$ cat src/rtl/ps2_rx_fifo.sv
// PS/2 device-to-host receiver with clock glitch filter, odd-parity check,
// mid-frame inactivity timeout, per-frame error pulses and a show-ahead FIFO.
module ps2_rx_fifo #(
  parameter int FIFO_DEPTH     = 8,
  parameter int FILTER_LEN     = 4,
  parameter int TIMEOUT_CYCLES = 50000,
  parameter bit CHECK_PARITY   = 1'b1
) (
  input  logic                               i_clk,
  input  logic                               i_rst,
  input  logic                               i_ps2_clk,
  input  logic                               i_ps2_data,
  output logic [7:0]                         o_rd_data,
  output logic                               o_rd_valid,
  input  logic                               i_rd_en,
  output logic [$clog2(FIFO_DEPTH+1)-1:0]    o_fifo_count,
  output logic                               o_parity_err,
  output logic                               o_frame_err,
  output logic                               o_timeout_err,
  output logic                               o_overflow
);

  // state  | meaning
  // IDLE   | waiting for a start bit (fall with data=0)
  // DATA   | shifting in 8 data bits, LSB first
  // PARITY | capturing the parity bit
  // STOP   | stop-bit fall closes the frame and decides push / error
  typedef enum logic [1:0] {S_IDLE, S_DATA, S_PARITY, S_STOP} state_t;

  localparam int AW = $clog2(FIFO_DEPTH);
  localparam int CW = $clog2(FIFO_DEPTH + 1);
  localparam int TW = $clog2(TIMEOUT_CYCLES + 1);
  localparam logic [3:0]    FLT_TC   = 4'(FILTER_LEN - 1);
  localparam logic [TW-1:0] TO_TC    = TW'(TIMEOUT_CYCLES - 1);
  localparam logic [CW-1:0] FULL_CNT = CW'(FIFO_DEPTH);

  logic          r_clk_s1, r_clk_s2, r_dat_s1, r_dat_s2;
  logic          r_flt_lvl;
  logic [3:0]    r_flt_cnt;
  logic          w_flt_flip, w_fall;

  state_t        r_state, w_state_nxt;
  logic [2:0]    r_bit_cnt;
  logic [7:0]    r_shift;
  logic          r_par;
  logic [TW-1:0] r_to_cnt;
  logic          w_to_expired, w_par_ok;
  logic          w_push, w_frame_err_nxt, w_parity_err_nxt, w_timeout_nxt, w_overflow_nxt;
  logic          r_parity_err, r_frame_err, r_timeout_err, r_overflow;

  logic [7:0]    r_mem [FIFO_DEPTH];
  logic [AW-1:0] r_wr_ptr, r_rd_ptr;
  logic [CW-1:0] r_count;
  logic          w_pop, w_full;

  always_ff @(posedge i_clk) begin
    if (!i_rst) begin
      r_clk_s1  <= 1'b1;
      r_clk_s2  <= 1'b1;
      r_dat_s1  <= 1'b1;
      r_dat_s2  <= 1'b1;
      r_flt_lvl <= 1'b1;
      r_flt_cnt <= '0;
    end else begin
      r_clk_s1 <= i_ps2_clk;
      r_clk_s2 <= r_clk_s1;
      r_dat_s1 <= i_ps2_data;
      r_dat_s2 <= r_dat_s1;
      if (w_flt_flip) begin
        r_flt_lvl <= r_clk_s2;
        r_flt_cnt <= '0;
      end else if (r_clk_s2 != r_flt_lvl) begin
        r_flt_cnt <= r_flt_cnt + 4'd1;
      end else begin
        r_flt_cnt <= '0;
      end
    end
  end

  // the level flips on the FILTER_LEN-th consecutive differing sample
  assign w_flt_flip   = (r_clk_s2 != r_flt_lvl) && (r_flt_cnt == FLT_TC);
  assign w_fall       = w_flt_flip && r_flt_lvl;
  assign w_to_expired = (r_to_cnt == TO_TC);
  assign w_par_ok     = ^{r_shift, r_par};
  assign w_pop        = i_rd_en && (r_count != '0);
  assign w_full       = (r_count == FULL_CNT);

  always_comb begin
    w_state_nxt      = r_state;
    w_push           = 1'b0;
    w_frame_err_nxt  = 1'b0;
    w_parity_err_nxt = 1'b0;
    w_timeout_nxt    = 1'b0;
    w_overflow_nxt   = 1'b0;
    case (r_state)
      S_IDLE:   if (w_fall && !r_dat_s2) w_state_nxt = S_DATA;
      S_DATA:   if (w_fall && r_bit_cnt == 3'd7) w_state_nxt = S_PARITY;
      S_PARITY: if (w_fall) w_state_nxt = S_STOP;
      S_STOP: begin
        if (w_fall) begin
          w_state_nxt = S_IDLE;
          if (!r_dat_s2)                      w_frame_err_nxt  = 1'b1;
          else if (CHECK_PARITY && !w_par_ok) w_parity_err_nxt = 1'b1;
          else if (w_full && !w_pop)          w_overflow_nxt   = 1'b1;
          else                                w_push           = 1'b1;
        end
      end
      default:  w_state_nxt = S_IDLE;
    endcase
    // a fall in the expiry cycle keeps the frame alive
    if (r_state != S_IDLE && !w_fall && w_to_expired) begin
      w_state_nxt   = S_IDLE;
      w_timeout_nxt = 1'b1;
    end
  end

  always_ff @(posedge i_clk) begin
    if (!i_rst) begin
      r_state       <= S_IDLE;
      r_bit_cnt     <= '0;
      r_shift       <= '0;
      r_par         <= 1'b0;
      r_to_cnt      <= '0;
      r_parity_err  <= 1'b0;
      r_frame_err   <= 1'b0;
      r_timeout_err <= 1'b0;
      r_overflow    <= 1'b0;
    end else begin
      r_state       <= w_state_nxt;
      r_parity_err  <= w_parity_err_nxt;
      r_frame_err   <= w_frame_err_nxt;
      r_timeout_err <= w_timeout_nxt;
      r_overflow    <= w_overflow_nxt;
      if (r_state == S_IDLE || w_fall || w_state_nxt == S_IDLE) r_to_cnt <= '0;
      else                                                      r_to_cnt <= r_to_cnt + 1'b1;
      if (w_fall) begin
        case (r_state)
          S_IDLE:   r_bit_cnt <= '0;
          S_DATA: begin
            r_shift   <= {r_dat_s2, r_shift[7:1]};
            r_bit_cnt <= r_bit_cnt + 3'd1;
          end
          S_PARITY: r_par <= r_dat_s2;
          default:  ;
        endcase
      end
    end
  end

  always_ff @(posedge i_clk) begin
    if (!i_rst) begin
      r_wr_ptr <= '0;
      r_rd_ptr <= '0;
      r_count  <= '0;
    end else begin
      if (w_push) r_wr_ptr <= r_wr_ptr + 1'b1;
      if (w_pop)  r_rd_ptr <= r_rd_ptr + 1'b1;
      case ({w_push, w_pop})
        2'b10:   r_count <= r_count + 1'b1;
        2'b01:   r_count <= r_count - 1'b1;
        default: r_count <= r_count;
      endcase
    end
  end

  always_ff @(posedge i_clk) begin
    if (i_rst && w_push) r_mem[r_wr_ptr] <= r_shift;
  end

  assign o_rd_valid    = (r_count != '0);
  assign o_rd_data     = o_rd_valid ? r_mem[r_rd_ptr] : 8'h00;
  assign o_fifo_count  = r_count;
  assign o_parity_err  = r_parity_err;
  assign o_frame_err   = r_frame_err;
  assign o_timeout_err = r_timeout_err;
  assign o_overflow    = r_overflow;

endmodule

$ cat config.mk
export PLATFORM = sky130hd
export DESIGN_NAME = ps2_rx_fifo
export DESIGN_NICKNAME = d
export VERILOG_FILES = /design/src/rtl/ps2_rx_fifo.sv
export SDC_FILE = /design/constraint.sdc
export NUM_CORES = 1
export LEC_CHECK = 0
export CORE_MARGIN = 2
export CORE_UTILIZATION = 55
export DETAILED_ROUTE_END_ITERATION = 8
export PLACE_DENSITY = 0.74
export RECOVER_POWER = 50
export SLEW_MARGIN = 5
export SYNTH_ARGS = -nofsm -noshare
export SYNTH_HDL_FRONTEND = slang
export SYNTH_SLANG_ARGS = --single-unit
$ cat constraint.sdc
create_clock -name i_clk -period 3.6 [get_ports i_clk]
set_input_delay 1.08 -clock i_clk [delete_from_list [all_inputs] [get_ports i_clk]]
set_output_delay 1.08 -clock i_clk [all_outputs]
set_load 0.01 [all_outputs]
* After elaboration in Yosys (flattened, before gate mapping)
Memories as Yosys holds them, arrays and structs flattened. A register that Yosys moved wholly into a read port is not among the register bits. Index checks and enable logic that the tools add are counted.
Operators by class: bitwise gates (word level) 2, mux-type cells 22, add/subtract/negate cells 7, reductions and logical operators 29, equality and inequality tests 10
Operator list (count):
- adder 16 x 1 -> 16 bit, second input constant | 1
- == test 16 bit, second input constant | 1
- two-way mux 1 bit | 11
- two-way mux 2 bit | 5
- adder 3 x 1 -> 3 bit, second input constant | 3
- logical AND 1 bit | 9
- parity 9 bit | 1
- adder 4 x 1 -> 4 bit, second input constant | 2
- two-way mux 8 bit | 1
- one-hot mux 2 bit (4 select lines) | 1
- one-hot mux 4 bit (2 select lines) | 1
- == test 2 bit, second input constant | 3
- two-way mux 3 bit | 2
- one-hot mux 3 bit (2 select lines) | 1
- AND reduction 2 bit | 3
- nonzero test 2 bit | 3
- AND reduction 5 bit | 1
- == test 2 x 1 -> 1 bit, second input constant | 2
- == test 4 x 2 -> 1 bit, second input constant | 1
- == test 4 bit, second input constant | 1
- logical NOT 2 bit | 2
- AND reduction 4 bit | 1
- nonzero test 4 bit | 1
- subtractor 4 x 1 -> 4 bit, second input constant | 1
- 8 further kinds | 12
Storage, ports and cells: output and inout port bits 17, register bits after elaboration 53, input port bits 5, memories 1, word-level logic and storage cells 89, bits in writable memories 64
Memory list:
- r_mem | depth 8, bits a word 8, rd ports 1, clocked after Yosys merged registers in 1, write ports 1, RTL line 51 | logic [7:0] r_mem [FIFO_DEPTH];

* Logic depth before layout (Yosys ltp)
Gate-level depths: netlist of run 1.
depth after elaboration 12, mapped depth 12

* Least setup slack after synthesis of run 1
No wires, ideal clock.
path type input -> register, start in i_rd_en, end reg r_count[3], in the netlist o_fifo_count[3], cell stages on the path 10, slack 0.563 ns, data arrival time 2.965 ns, path buffers 0, cell sequence inv_1 -> a31oi_1 -> nand3_1 -> ha_1 -> ha_1 -> a21o_1 -> a21oi_1 -> xnor2_1 -> or3_1 -> a21oi_1
Between the ends: longest elaborated chain between the ends 10, elaborated cells between the ends (all ways) 12, those cells by class 2 x eq/ne; 6 x mux; 4 x reduce/logical
Ends and longest elaborated chain:
- from (decl) | RTL line 15 | input logic i_rd_en,
- logical AND 1 bit * | RTL line 85 | assign w_pop = i_rd_en && (r_count != '0);
- logical NOT 1 bit | RTL line 104 | else if (w_full && !w_pop) w_overflow_nxt = 1'b1;
- logical AND 1 bit | RTL line 104
- two-way mux 1 bit | RTL line 104
- two-way mux 1 bit | RTL line 103 | else if (CHECK_PARITY && !w_par_ok) w_parity_err_nxt = 1'b1;
- two-way mux 1 bit | RTL line 102 | if (!r_dat_s2) w_frame_err_nxt = 1'b1;
- two-way mux 1 bit | RTL line 100 | if (w_fall) begin
- two-way mux 1 bit | RTL line 95 | case (r_state)
- == test 2 x 1 -> 1 bit / == test 2 bit (equally long branches) | RTL line 158 | case ({w_push, w_pop})
- one-hot mux 4 bit (2 select lines) / nonzero test 2 bit (equally long branches)
- to (signal assigned) | RTL line 159 | 2'b10: r_count <= r_count + 1'b1;
- to (signal assigned) | RTL line 160 | 2'b01: r_count <= r_count - 1'b1;
- to (signal assigned) | RTL line 161 | default: r_count <= r_count;
- to (decl) | RTL line 53 | logic [CW-1:0] r_count;
Every way passes the cells marked *; elsewhere a longest branch is shown, timed or not. A chain may end at the register's enable or synchronous reset.

==> metrics.md, run 1 <==
| Metric | Value |
|---|---|
| Hold Crit Endpoint | `r_clk_s2` |
| Area contributors post-synth | `edfxtp_1 39%, dfxtp_1 23%, mux4_2 7.4%` |
| Max Cap Viol | `0` |
| Period utilization | `between 90% and 100%` |
| Hold buffer count at CTS | `0` |
| Worst R2R End | `o_fifo_count[3]` |
| Hpwl dp | `5.87 mm` |
| Slew @ Worst Pin | `0.923 ns` |
| Total gr overflow | `0` |
| Setup Buffers After CTS | `0` |
| CTS buffer count | `17` |
| Latest clock arrival within the worst-skew pair | `around 0.5 ns` |
| Startpoint Class | `register` |
| Synth cell types | `between 40 and 50` |
| Critical path arrival | `2.37 ns` |
| Delay of the slowest cell on the worst path | `0.53 ns` |
| Critical-path cell list | `buf_4 -> mux4_2 -> mux2i_1 -> nor2_1 -> clkdlybuf4s50_1` |
| RSZ-0062 raised after global routing | `false` |
| Hold Path Stages | `1` |
| Async set-reset flop share out of synthesis | `0%` |
| Net Count, Synth | `381` |
| CTS tree | `built` |
| Post-route minimum period | `3.45 ns` |
| Post-synthesis register bit count | `between 100 and 150` |
| Drt wl/cell | `between 15 and 20 µm` |
| Worst-path clk slew | `0.06 ns` |
| Register area share after synthesis | `62.4%` |
| Port Buffers | `21` |
| CP Data Required Time | `2.52 ns` |
| Starting Density | `56.4%` |
| Layout fillers | `613` |
| Vert. Die Dim | `between 90 and 100 µm` |
| Synth Instances | `366` |
| Endpoint type of the worst setup path | `output pin` |
| Leak | `2.07 nW` |
| Detailed Route Iter0 Violations | `166` |
| Synth top cells by count | `64 x edfxtp_1, 56 x dfxtp_1, 53 x nor2_1` |
| Clock sink count | `120` |
| CTS root buf | `clkbuf_8` |
| Setup violations, final | `0` |
| Worst r2r src | `r_shift[2]` |
| Max rail drop VDD | `0.000315 V` |
| Fin. max-slew vios | `0` |
| Post-detailed-route count of antenna-violating nets | `0` |
| Hold Path Class | `register to register` |
| Initial antenna violation count | `0` |
| Core Util, Final | `67.9%` |
| Layout area overhead | `20.4%` |
| Core Rows | `34` |
| Worst Setup Path Type | `register to output pin` |
| Worst-path maximum fanout | `9` |
| Drt first pass iters | `5` |
| Dpl cell area | `between 5000 and 6000 µm²` |
| Syn avg cell area | `approximately 13 µm²` |
| Total Wirelength | `between 8 and 9 mm` |
| RePlAce Congestion | `0.819` |
| Share of layout cells above drive strength 1 | `16.4%` |
| Tot GR Track Use | `20.1%` |
| Maximum level of the CTS H-tree | `4` |
| Rel. slew slack | `between 30% and 40%` |
| Vias | `slightly below 3000` |
| Clock Skews | `0.00804 ns` |
| Finished Cell Area | `a little under 6000 µm²` |
| Hold Startpoint | `r_clk_s1` |
| Flop-to-flop setup slack | `0.42 ns` |
| Share of Yosys cell area claimed by the top area cell type | `39.4%` |
| Dpl ws | `0.136 ns` |
| Max frequency | `roughly 290 MHz` |
| Setup TNS | `0 ns` |
| Largest net degree at the start of global routing | `22` |
| Outcome | `finished clean` |
| Core ar. | `8640 µm²` |
| Largest area contributor in the netlist | `edfxtp_1` |
| Final Non-Filler Cells | `534` |
| Power per cell area | `between 500 and 600 nW/µm²` |
| Antenna Cells | `0` |
| # DRC | `0` |
| Final hold vios | `0` |
| Vias in the first global route | `3028` |
| Post-synth EDFFs | `64` |
| Synth warn | `0` |
| Cells after DPL | `~500` |
| Synth Flop Type | `edfxtp_1` |
| Most frequent cell after synthesis | `edfxtp_1` |
| # IOs | `22` |
| Cell area after synthesis | `4870 µm²` |
| Vias per inst | `5.43` |
| First-pass GRT wire length | `~15 mm` |
| R2R cell count | `11` |
| Slowest-stage cell, CP | `dfxtp_1` |
| Nets | `428` |
| Full die area | `slightly below 10000 µm²` |
| Die width | `98.1 µm` |
| Setup WS post-layout | `0.147 ns` |
| Maximum clock path buffer count | `2` |
[worst max path at each step]
stage | to | slack [ns]
final | o_rd_data[2] | 0.15
after global routing | o_rd_data[6] | 0.02
after CTS | o_rd_data[2] | 0.02
after detailed placement | o_fifo_count[3] | 0.14
after global placement | o_fifo_count[3] | 0.23
after floorplan | o_fifo_count[3] | 0.56
[worst max-delay path, delay by kind of cell (launching register included)]
family / cells / cell delay [ns]
AND/OR/NAND/NOR: 1 / 0.06
multiplexers: 2 / 0.52
buffers and inverters: 2 / 0.75
flip-flops: 1 / 0.53
[cell usage in the layout (no fill, tap or decap), types with 3 or more instances in the layout]
cell type,netlist,routed
a21oi_1,11,11
and3_1,3,3
buf_4,0,13
clkbuf_1,6,4
clkbuf_16,0,16
clkdlybuf4s50_1,0,20
clkinv_4,0,4
dfxtp_1,56,56
edfxtp_1,64,64
ha_1,9,9
inv_1,9,9
inv_6,0,5
mux2i_1,18,18
mux4_2,16,16
nand2_1,14,14
nand2b_1,6,6
nand3_1,17,17
nand4_1,4,4
nor2_1,53,53
nor3_1,8,8
nor4_1,5,5
nor4b_1,3,3
o21ai_0,5,5
xnor2_1,14,14
xor2_1,16,16
[state kept, by name (all words and copies together), names as in the netlist, 2 cells and up, named ones only]
signal and cells:
r_bit_cnt 3, r_rd_ptr 3, r_state 2, r_to_cnt 16, r_flt_cnt 4, r_mem 64, o_fifo_count 4, r_shift 8
r_wr_ptr 3
[routing by layer]
metal	share of wire, %	global-route usage (%)	up-vias
li1	-	-	1436
met1	41	24.4	1408
met2	54	34.6	56
met3	4.2	6.16	2
met4	0.43	6.43	0
met5	0	0	-
[through the flow]
step | hold slack (ns) | power (mW)
2_1_floorplan | 0.386 | 1.47
3_3_place_gp | 0.390 | 1.48
3_5_place_dp | 0.395 | 1.48
4_1_cts | 0.409 | 3.11
5_1_grt | 0.443 | 3.17
6_report | 0.405 | 3.07
[where the power goes]
group | internal [mW] | leakage, nW | switching [mW]
logic | 0.00673 | 0.742 | 0.0109
registers | 1.43 | 1.04 | 0.00125
clock network | 1.00 | 0.280 | 0.623
[cell type report]
cell class                      instances  area (µm²)  area share [%]
Timing Repair Buffer                   39         334            5.69
Clock inverter                         15         169            2.88
Tap cell                              108         135            2.30
Clock buffer                           17         414            7.06
Sequential cell                       120        3040            51.9
Multi-Input combinational cell        225        1730            29.6
Inverter                               10        37.5           0.640
[what timing repair did]
item | 4_1_cts | 5_1_grt
hold endpoints to repair | 0 | 0
resized for setup | 0 | 1
setup endpoints to repair | 0 | 3
[logic make-up after synthesis]
kind of cell    synth area share [%]
fa+ha+maj                       2.72
buf+inv                         1.85
flops                           62.4
simple gates                    13.3
mux                             11.3
xor+xnor                        5.85
compound gates                  2.54
Power figures use the tool's default switching activity.
==> run 2, diff against run 1 <==
--- a/config.mk
+++ b/config.mk
@@ -10,7 +10,7 @@
 export DETAILED_ROUTE_END_ITERATION = 8
 export PLACE_DENSITY = 0.74
 export RECOVER_POWER = 50
-export SLEW_MARGIN = 5
+export SLEW_MARGIN = 40
 export SYNTH_ARGS = -nofsm -noshare
 export SYNTH_HDL_FRONTEND = slang
 export SYNTH_SLANG_ARGS = --single-unit
==> results of run 2 <==
Final layout, timing and power as in run 1 (identical DEF).
==> run 3, diff against run 2 <==
--- a/config.mk
+++ b/config.mk
@@ -8,8 +8,10 @@
 export CORE_MARGIN = 2
 export CORE_UTILIZATION = 55
 export DETAILED_ROUTE_END_ITERATION = 8
+export MAX_ROUTING_LAYER = met4
 export PLACE_DENSITY = 0.74
 export RECOVER_POWER = 50
+export SKIP_CTS_REPAIR_TIMING = 1
 export SLEW_MARGIN = 40
 export SYNTH_ARGS = -nofsm -noshare
 export SYNTH_HDL_FRONTEND = slang
==> metrics.md, run 3 (same netlist as run 1, synthesis figures left out) <==
| Metric | Value |
|---|---|
| Hold Path Class | `register to register` |
| Vert. Die Dim | `roughly 98 µm` |
| Combinational share of power | `less than 1%` |
| Worst-path clk slew | `roughly 0.06 ns` |
| # IOs | `22` |
| Layout area overhead | `20.4%` |
| Latest clock arrival within the worst-skew pair | `0.52 ns` |
| Final Non-Filler Cells | `534` |
| Final hold vios | `0` |
| Power per cell area | `524 nW/µm²` |
| Outcome | `finished clean` |
| Worst-path maximum fanout | `16` |
| Critical path arrival | `2.38 ns` |
| Cells after DPL | `502` |
| Starting Density | `56.4%` |
| Vias | `2887` |
| Max frequency | `289 MHz` |
| Detailed Route Iter0 Violations | `139` |
| Period utilization | `96.0%` |
| Max reg flops | `between 60 and 70` |
| Nets | `428` |
| CP Data Required Time | `2.52 ns` |
| Dpl cell area | `5300 µm²` |
| First-pass GRT wire length | `~15 mm` |
| Drt first pass iters | `4` |
| Drt wl/cell | `16.5 µm` |
| Critical-path cell list | `buf_6 -> mux4_2 -> mux2i_1 -> nor2_1 -> clkdlybuf4s50_1` |
| Maximum clock path buffer count | `2` |
| Largest net degree at the start of global routing | `22` |
| RSZ-0062 raised after global routing | `false` |
| Share of layout cells above drive strength 1 | `16.4%` |
| Die width | `98.1 µm` |
| Tot GR Track Use | `20.7%` |
| Vias per inst | `5.41` |
| Clock Skews | `0.00808 ns` |
| Hpwl dp | `5.87 mm` |
| Sw Pwr | `0.639 mW` |
| Maximum level of the CTS H-tree | `4` |
| Endpoint type of the worst setup path | `output pin` |
| Clock power share | `52.9%` |
| CTS buffer count | `17` |
| Total gr overflow | `0` |
| Dpl ws | `0.136 ns` |
| Slew @ Worst Pin | `0.911 ns` |
| Core Rows | `34` |
| Delay of the slowest cell on the worst path | `0.54 ns` |
| Sequential group share of total power | `46.5%` |
| Top flop regs | `r_mem (64), r_to_cnt (16), r_shift (8)` |
| CTS tree | `built` |
| # DRC | `0` |
| Total Wirelength | `8.83 mm` |
| Worst Setup Path Type | `register to output pin` |
| CTS root buf | `clkbuf_8` |
| Clock sink count | `120` |
| Vias in the first global route | `3030` |
| Biggest register | `r_mem` |
| Most frequent cells in the layout | `64 x edfxtp_1, 56 x dfxtp_1, 53 x nor2_1, 20 x clkdlybuf4s50_1, 18 x mux2i_1` |
| Rel. slew slack | `between 30 and 40%` |
| Fin. max-slew vios | `0` |
| Setup violations, final | `0` |
| Post-route minimum period | `3.46 ns` |
| Port Buffers | `21` |
| Initial antenna violation count | `0` |
| Max Cap Viol | `0` |
| Switch share | `20.8%` |
| Startpoint Class | `register` |
| Full die area | `9630 µm²` |
| Commonest non-fill, non-tap cell in the layout | `edfxtp_1` |
| Finished Cell Area | `approximately 5900 µm²` |
| Hold Slack | `0.405 ns` |
| Internal | `2.44 mW` |
| Slowest-stage cell, CP | `mux4_2` |
| Setup WS post-layout | `0.145 ns` |
| RePlAce Congestion | `approximately 0.83` |
| Setup TNS | `0 ns` |
| Post-detailed-route count of antenna-violating nets | `0` |
| Max rail drop VDD | `0.000321 V` |
| Antenna Cells | `0` |
| Core ar. | `between 8000 and 9000 µm²` |
| Leak | `around 2.1 nW` |
## run 3: final cells by class
class | instances | area (µm²)
Fill cell | 613 | 2770
Clock inverter | 15 | 169
Inverter | 10 | 37.5
Tap cell | 108 | 135
Sequential cell | 120 | 3040
Timing Repair Buffer | 39 | 334
Multi-Input combinational cell | 225 | 1730
Clock buffer | 17 | 414
## run 3: power by group through the flow
stage | logic [mW] | registers, mW | clock network, mW
floorplan | 0.0102 | 1.46 | 0
detailed placement | 0.0187 | 1.46 | 0
finish | 0.0176 | 1.43 | 1.63
global placement | 0.0183 | 1.46 | 0
global route | 0.0197 | 1.43 | 1.72
CTS | 0.0187 | 1.43 | 1.66
## run 3: through the flow
step,util (%),power (mW)
2_1_floorplan,-,1.47
3_3_place_gp,61.4,1.48
3_5_place_dp,61.4,1.48
4_1_cts,68.1,3.11
5_1_grt,67.9,3.17
6_report,67.9,3.07
## run 3: worst max-delay path, delay by kind of cell (launching register included)
kind / cells / cell delay (ns)
multiplexers: 2 / 0.75
flip-flops: 1 / 0.33
AND/OR/NAND/NOR: 1 / 0.06
buffers and inverters: 2 / 0.72
## run 3: worst paths after layout
path	start	to	slack [ns]	cells past startpoint
max	register	o_rd_data[2]	0.14	5
min	r_clk_s1	r_clk_s2	0.40	1
min reg2reg	r_clk_s1	r_clk_s2	0.40	1
max reg2reg	r_shift[2]	o_fifo_count[3]	0.41	11
## run 3: layer usage
metal	GRT usage, %	vias to the layer above	wire length, µm
li1	-	1437	-
met1	24.4	1399	3810
met2	34.6	42	4670
met3	6.08	9	259
met4	6.43	0	86
met5	-	-	0
